**src/rtl/rv32f_pkg.sv**
```systemverilog
// Shared RV32F decode types and the combinational instruction decoder.
package rv32f_pkg;

   typedef enum logic [4:0] {
      FLW, FSW, FMADD, FMSUB, FNMSUB, FNMADD, FADD, FSUB, FMUL, FDIV, FSQRT,
      FSGNJ, FSGNJN, FSGNJX, FMIN, FMAX, FCVT_W, FCVT_WU, FMV_X_W, FCLASS,
      FEQ, FLT, FLE, FCVT_S_W, FCVT_S_WU, FMV_W_X, ILLEGAL
   } rv32f_op_t;

   typedef enum logic [2:0] {
      RNE = 3'b000, RTZ = 3'b001, RDN = 3'b010, RUP = 3'b011, RMM = 3'b100, DYN = 3'b111
   } rv32f_rm_t;

   typedef struct packed {
      rv32f_op_t   code;
      logic [4:0]  rd;
      logic [4:0]  rs1;
      logic [4:0]  rs2;
      logic [4:0]  rs3;
      logic        rd_int;
      logic        rs1_int;
      logic [2:0]  rm;
      logic [11:0] imm;
      logic        illegal;
   } rv32f_uop_t;

   localparam logic [6:0] OPC_LOAD_FP  = 7'b0000111;
   localparam logic [6:0] OPC_STORE_FP = 7'b0100111;
   localparam logic [6:0] OPC_FMADD    = 7'b1000011;
   localparam logic [6:0] OPC_FMSUB    = 7'b1000111;
   localparam logic [6:0] OPC_FNMSUB   = 7'b1001011;
   localparam logic [6:0] OPC_FNMADD   = 7'b1001111;
   localparam logic [6:0] OPC_OP_FP    = 7'b1010011;

   localparam logic [2:0] RV32F_FUNCT3_FLE_S = 3'b000;
   localparam logic [2:0] RV32F_FUNCT3_FLT_S = 3'b001;
   localparam logic [2:0] RV32F_FUNCT3_FEQ_S = 3'b010;

   // Fully resolve one instruction word; any failed check collapses to an ILLEGAL marker.
   function automatic rv32f_uop_t rv32f_decode(input logic [31:0] instr, input logic [2:0] frm);
      rv32f_uop_t u;
      logic       ok;
      logic       rnd;
      logic [2:0] f3;
      logic [2:0] rm;
      u       = '0;
      u.code  = ILLEGAL;
      u.rd    = instr[11:7];
      u.rs1   = instr[19:15];
      u.rs2   = instr[24:20];
      f3      = instr[14:12];
      ok      = 1'b1;
      rnd     = 1'b0;
      rm      = 3'b000;
      case (instr[6:0])
         OPC_LOAD_FP: begin
            u.code = FLW; ok = (f3 == 3'b010);
            u.rs2 = '0; u.rs1_int = 1'b1; u.imm = instr[31:20];
         end
         OPC_STORE_FP: begin
            u.code = FSW; ok = (f3 == 3'b010);
            u.rd = '0; u.rs1_int = 1'b1; u.imm = {instr[31:25], instr[11:7]};
         end
         OPC_FMADD, OPC_FMSUB, OPC_FNMSUB, OPC_FNMADD: begin
            case (instr[3:2])
               2'b00:   u.code = FMADD;
               2'b01:   u.code = FMSUB;
               2'b10:   u.code = FNMSUB;
               default: u.code = FNMADD;
            endcase
            ok = (instr[26:25] == 2'b00); u.rs3 = instr[31:27]; rnd = 1'b1;
         end
         OPC_OP_FP: begin
            if (instr[26:25] != 2'b00) ok = 1'b0;
            case (instr[31:27])
               5'b00000: begin u.code = FADD; rnd = 1'b1; end
               5'b00001: begin u.code = FSUB; rnd = 1'b1; end
               5'b00010: begin u.code = FMUL; rnd = 1'b1; end
               5'b00011: begin u.code = FDIV; rnd = 1'b1; end
               5'b01011: begin
                  u.code = FSQRT; rnd = 1'b1; u.rs2 = '0;
                  if (instr[24:20] != 5'd0) ok = 1'b0;
               end
               5'b00100: begin
                  case (f3)
                     3'b000:  u.code = FSGNJ;
                     3'b001:  u.code = FSGNJN;
                     3'b010:  u.code = FSGNJX;
                     default: ok = 1'b0;
                  endcase
               end
               5'b00101: begin
                  case (f3)
                     3'b000:  u.code = FMIN;
                     3'b001:  u.code = FMAX;
                     default: ok = 1'b0;
                  endcase
               end
               5'b11000: begin
                  u.code = instr[20] ? FCVT_WU : FCVT_W;
                  u.rd_int = 1'b1; u.rs2 = '0; rnd = 1'b1;
                  if (instr[24:21] != 4'd0) ok = 1'b0;
               end
               5'b11010: begin
                  u.code = instr[20] ? FCVT_S_WU : FCVT_S_W;
                  u.rs1_int = 1'b1; u.rs2 = '0; rnd = 1'b1;
                  if (instr[24:21] != 4'd0) ok = 1'b0;
               end
               5'b11100: begin
                  case (f3)
                     3'b000:  u.code = FMV_X_W;
                     3'b001:  u.code = FCLASS;
                     default: ok = 1'b0;
                  endcase
                  u.rd_int = 1'b1; u.rs2 = '0;
                  if (instr[24:20] != 5'd0) ok = 1'b0;
               end
               5'b10100: begin
                  case (f3)
                     RV32F_FUNCT3_FLE_S: u.code = FLE;
                     RV32F_FUNCT3_FLT_S: u.code = FLT;
                     RV32F_FUNCT3_FEQ_S: u.code = FEQ;
                     default:            ok = 1'b0;
                  endcase
                  u.rd_int = 1'b1;
               end
               5'b11110: begin
                  u.code = FMV_W_X; u.rs1_int = 1'b1; u.rs2 = '0;
                  if (instr[24:20] != 5'd0 || f3 != 3'b000) ok = 1'b0;
               end
               default: ok = 1'b0;
            endcase
         end
         default: ok = 1'b0;
      endcase
      // Dynamic rounding takes the live frm; reserved encodings 101/110/111 are rejected.
      if (rnd) begin
         rm = (f3 == DYN) ? frm : f3;
         if (rm == 3'b101 || rm == 3'b110 || rm == 3'b111) ok = 1'b0;
         u.rm = rm;
      end
      if (!ok) begin
         u         = '0;
         u.code    = ILLEGAL;
         u.illegal = 1'b1;
      end
      return u;
   endfunction

endpackage

```
**src/rtl/rv32f_skid_buffer.sv**
```systemverilog
// Generic 2-entry valid/ready register slice: output register plus one skid register.
module rv32f_skid_buffer #(
   parameter type T = logic [7:0]
) (
   input  logic clk,
   input  logic rst_n,
   input  logic flush,
   input  logic in_valid,
   output logic in_ready,
   input  T     in_data,
   output logic out_valid,
   input  logic out_ready,
   output T     out_data
);

   logic skid_valid;
   T     skid_data;
   logic accept;
   logic drain;

   // Ready depends only on the skid flop, so op_ready never reaches instr_ready combinationally.
   assign in_ready = !skid_valid;
   assign accept   = in_valid && !skid_valid;
   assign drain    = out_valid && out_ready;

   // Occupancy flags; flush discards both entries and any same-cycle accept.
   always_ff @(posedge clk or negedge rst_n) begin
      if (!rst_n) begin
         out_valid  <= 1'b0;
         skid_valid <= 1'b0;
      end else if (flush) begin
         out_valid  <= 1'b0;
         skid_valid <= 1'b0;
      end else if (drain) begin
         out_valid  <= skid_valid || accept;
         skid_valid <= 1'b0;
      end else if (accept) begin
         if (out_valid) skid_valid <= 1'b1;
         else           out_valid  <= 1'b1;
      end
   end

   // Payload moves only on accept or drain, keeping the presented op stable while stalled.
   always_ff @(posedge clk or negedge rst_n) begin
      if (!rst_n) begin
         out_data  <= '0;
         skid_data <= '0;
      end else if (!flush) begin
         if (drain) begin
            if (skid_valid)  out_data <= skid_data;
            else if (accept) out_data <= in_data;
         end else if (accept) begin
            if (out_valid) skid_data <= in_data;
            else           out_data  <= in_data;
         end
      end
   end

endmodule

```
**src/rtl/rv32f_decoder.sv**
```systemverilog
// RV32F decode stage: decodes instruction words into registered FP micro-ops.
module rv32f_decoder
   import rv32f_pkg::*;
#(
   parameter int COUNT_WIDTH = 16
) (
   input  logic                   clk,
   input  logic                   rst_n,
   input  logic                   flush,
   input  logic [2:0]             frm,
   input  logic                   instr_valid,
   output logic                   instr_ready,
   input  logic [31:0]            instr_data,
   output logic                   op_valid,
   input  logic                   op_ready,
   output logic [4:0]             op_code,
   output logic [4:0]             op_rd,
   output logic [4:0]             op_rs1,
   output logic [4:0]             op_rs2,
   output logic [4:0]             op_rs3,
   output logic                   op_rd_int,
   output logic                   op_rs1_int,
   output logic [2:0]             op_rm,
   output logic [11:0]            op_imm,
   output logic                   op_illegal,
   output logic [COUNT_WIDTH-1:0] illegal_count
);

   rv32f_uop_t                 dec_uop;
   rv32f_uop_t                 out_uop;
   logic [COUNT_WIDTH-1:0]     count_reg;

   assign dec_uop = rv32f_decode(instr_data, frm);

   rv32f_skid_buffer #(.T(rv32f_uop_t)) u_skid (
      .clk       (clk),
      .rst_n     (rst_n),
      .flush     (flush),
      .in_valid  (instr_valid),
      .in_ready  (instr_ready),
      .in_data   (dec_uop),
      .out_valid (op_valid),
      .out_ready (op_ready),
      .out_data  (out_uop)
   );

   assign op_code    = out_uop.code;
   assign op_rd      = out_uop.rd;
   assign op_rs1     = out_uop.rs1;
   assign op_rs2     = out_uop.rs2;
   assign op_rs3     = out_uop.rs3;
   assign op_rd_int  = out_uop.rd_int;
   assign op_rs1_int = out_uop.rs1_int;
   assign op_rm      = out_uop.rm;
   assign op_imm     = out_uop.imm;
   assign op_illegal = out_uop.illegal;

   // Count illegal markers handed downstream (including in a flush cycle), saturating.
   always_ff @(posedge clk or negedge rst_n) begin
      if (!rst_n) begin
         count_reg <= '0;
      end else if (op_valid && op_ready && out_uop.illegal && count_reg != '1) begin
         count_reg <= count_reg + COUNT_WIDTH'(1);
      end
   end

   assign illegal_count = count_reg;

endmodule
```
**config.mk**
```make
export PLATFORM = sky130hd
export DESIGN_NAME = rv32f_decoder
export DESIGN_NICKNAME = d
export VERILOG_FILES = /design/src/rtl/rv32f_pkg.sv /design/src/rtl/rv32f_skid_buffer.sv /design/src/rtl/rv32f_decoder.sv
export SDC_FILE = /design/constraint.sdc
export NUM_CORES = 1
export LEC_CHECK = 0
export ABC_AREA = 1
export ABC_CLOCK_PERIOD_IN_PS = 1700
export CAP_MARGIN = 10
export CORE_UTILIZATION = 42
export CTS_CLUSTER_DIAMETER = 120
export CTS_CLUSTER_SIZE = 24
export DETAILED_ROUTE_END_ITERATION = 8
export GPL_ROUTABILITY_DRIVEN = 0
export PLACE_DENSITY = 0.72
export RECOVER_POWER = 100
export SLEW_MARGIN = 5
export SYNTH_ARGS = -nofsm -noshare
export SYNTH_HDL_FRONTEND = slang
export SYNTH_SLANG_ARGS = --single-unit
```
**constraint.sdc**
```tcl
create_clock -name clk -period 1.7 [get_ports clk]
set_input_delay 0.34 -clock clk [delete_from_list [all_inputs] [get_ports clk]]
set_output_delay 0.34 -clock clk [all_outputs]
set_load 0.005 [all_outputs]
```
==> reports/metrics.yaml <==
status: "finished, final reports clean"
die_width_um: 120
yosysSeqAreaShare_pct: 44.5
final_core_util_pct: 61.6
num_rows: 42
fin_crit_sh_pct: 98.3
clock_latency_ns: 0.35
hold_path_depth: 2
n_fill_cell: 1177
grt_pass1_wl_um: 26400
regToRegEndpoint: "illegal_count[13]"
ys.flop_type: "dfrtp_1"
r2r-start: "illegal_count[0]"
grt_max_degree: 60
clock-root-buffer: "clkbuf_16"
antenna_found_initial: 0
fmax_mhz: 598
tns_ns: 0
io-pin-count: 101
final_max_slew_viol_count: 0
arrival_ns: 1.33
p_per_area_nw_per_um2: 740
skew_ns: 0.00616
leakage_nw: 4.47
worstMarginPinSlew_ns: 0.642
synth_cell_type_count: 34
ff2ff_setup_slack_ns: 0.07
ir_drop_mv: 0.665
htree_num_levels: 3
path_clk_slew_ns: 0.07
crit_family: "buffers and inverters"
final_common_cell: "nand2_1"
max_slew_margin_pct: 57.2
core-area_sq_um: 13400
viasPerCell: 4.95
syn_inst: 797
numCtsBuffers: 9
period_minus_slack_ns: 1.67
critPathSlowestCell: "clkdlybuf4s50_1"
diodes: 0
track_usage_pct: 23.2
crit_path_start_kind: "flip-flop"
final-hold-violation-count: 0
layout_common_cells: "nand2_1 (262), nor2_1 (126), dfrtp_1 (102)"
nets: 1026
initialDrtViolationCount: 400
clock_path_buffers: 2
synthesis.nets: 838
critPathMaxStageDelay_ns: 0.50
hold_path_class: "reg -> reg"
min_from: "u_skid.out_data[32]"
async_flop_share_pct: 100
die_area_sq_um: 14400
path_cells: "inv_2 -> clkdlybuf4s50_1"
reg2regPathDepth: 10
avgSynthCellArea_sq_um: 7.34
critPathCaptureType: "primary output"
fin_cells: 1166
ys_seq_elements: 104
overflow: 0
hpwl_um: 11300
vias: 5774
whs_ns: 0.468
setup_viol: 0
ant_nets: 0
grt_pass1_vias: 5511
wl_per_cell_um: 13.7
io_buffers: 100
areaGrowthSynthToFinish_pct: 41.0
worstPathMaxFanout: 4
wl_um: 16000
maxCapViolCount: 0
initial_core_util_pct: 43.7
clock_sinks: 104
syn_area_sq_um: 5850
cts_tree: "built"
rsz0062_at_grt: "yes"
fp.dieH_um: 120
place_area_sq_um: 7740
dr.pass1.iters: 5
placedCellCount: 1134
worst_ep_required_time_ns: 1.36
worstSetupPathType: "reg -> out"
drive_above_1_share_pct: 21.4
synth-edff-count: 0
route.detailed.drc: 0
path_buf_inv: 2
ys_warn_count: 0
whs_endpoint: "u_skid.out_data[32]"
final_area_sq_um: 8260
-- where the power goes --
group / internal (mW) / switching, mW
sequential: 2.62 / 0.102
clock: 1.28 / 0.950
combinational: 0.561 / 0.596
-- kinds of logic after synthesis --
family | synth area share (%)
simple gates | 38.1
flops | 44.5
buf+inv | 7.01
compound gates | 7.97
xor+xnor | 2.24
fa+ha+maj | 0.214
-- sequential cells by signal, summed over array words and instances (netlist names) --
register,cells
u_skid.out_valid,1
u_skid.skid_data,43
u_skid.out_data,43
u_skid.skid_valid,1
illegal_count,16
-- per-stage QoR --
| step | worst slack (ns) | power [mW] |
|---|---|---|
| CTS | 0.00158 | 6.17 |
| detailed placement | -0.727 | 3.93 |
| global route | -0.0289 | 6.39 |
| floorplan | -0.00905 | 3.23 |
| finish | 0.0289 | 6.11 |
| global placement | -0.628 | 3.92 |
-- cell usage after synthesis (2+ instances only) --
master,n,share of area (%)
o211ai_1,4,0.51
o31ai_1,2,0.26
nand2_1,271,17
nand3_1,34,2.9
clkbuf_1,20,1.3
nor4_1,2,0.21
nor2_2,4,0.43
nor3_1,8,0.68
buf_2,10,0.86
nor3_2,2,0.34
o21ai_1,35,3.0
nor2_1,132,8.5
xnor2_1,4,0.60
nand3_2,35,6.0
a21oi_1,14,1.2
xor2_1,11,1.6
o22ai_1,5,0.53
nand4_1,8,0.86
inv_1,47,3.0
nor3b_1,2,0.26
o21ai_0,21,1.8
inv_2,9,0.58
buf_12,3,1.0
dfrtp_1,104,44
-- metal layers --
layer | vias to the layer above | GRT usage, % | share of wire (%)
met2 | 164 | 36.9 | 47
met5 | - | 0 | 0
met3 | 38 | 4.04 | 4.7
met1 | 2661 | 31.1 | 45
li1 | 2911 | - | -
met4 | 0 | 9.53 | 2.8
-- final cells by class --
| cell class | count | area, sq um | share of cell area, % |
|---|---|---|---|
| multi-input cells | 603 | 2980 | 36.1 |
| well taps | 176 | 220 | 2.67 |
| clock inverters | 4 | 56.3 | 0.682 |
| clock buffers | 12 | 267 | 3.23 |
| flip-flops and latches | 104 | 2610 | 31.6 |
| inverters | 56 | 213 | 2.58 |
| repair buffers | 211 | 1910 | 23.2 |
-- worst register-to-register path: stages (launching register included) --
cell and delay (ns):
dfrtp_1 0.38, ha_2 0.19, nand3_2 0.08, nor2_1 0.06
nand3_1 0.06, nand3_1 0.08, buf_6 0.15, inv_1 0.07
nand4_1 0.12, nor2_1 0.17, xor2_1 0.16
-- worst max-delay path by stage --
stage | slack, ns | cells after the start | endpoint | start
5_1_grt | -0.03 | 10 | illegal_count[13] | illegal_count[0]
6_report | 0.03 | 2 | instr_ready | u_skid.skid_valid
3_5_place_dp | -0.73 | 13 | u_skid.out_data[11] | instr_data[29]
3_3_place_gp | -0.63 | 12 | u_skid.out_data[0] | instr_data[29]
2_1_floorplan | -0.009 | 8 | illegal_count[9] | illegal_count[0]
4_1_cts | 0.002 | 15 | u_skid.out_data[36] | instr_data[13]
-- timing repair --
| item | in CTS | in global routing |
|---|---|---|
| hold endpoints to repair | 8 | 0 |
| setup buffers | 5 | 10 |
| hold buffers | 1 | 0 |
| resized for setup | 72 | 35 |
| pin swaps | 15 | 10 |
| setup endpoints to repair | 87 | 93 |
| cloned | 2 | 0 |
No activity file was read; power rests on OpenSTA's default activity.
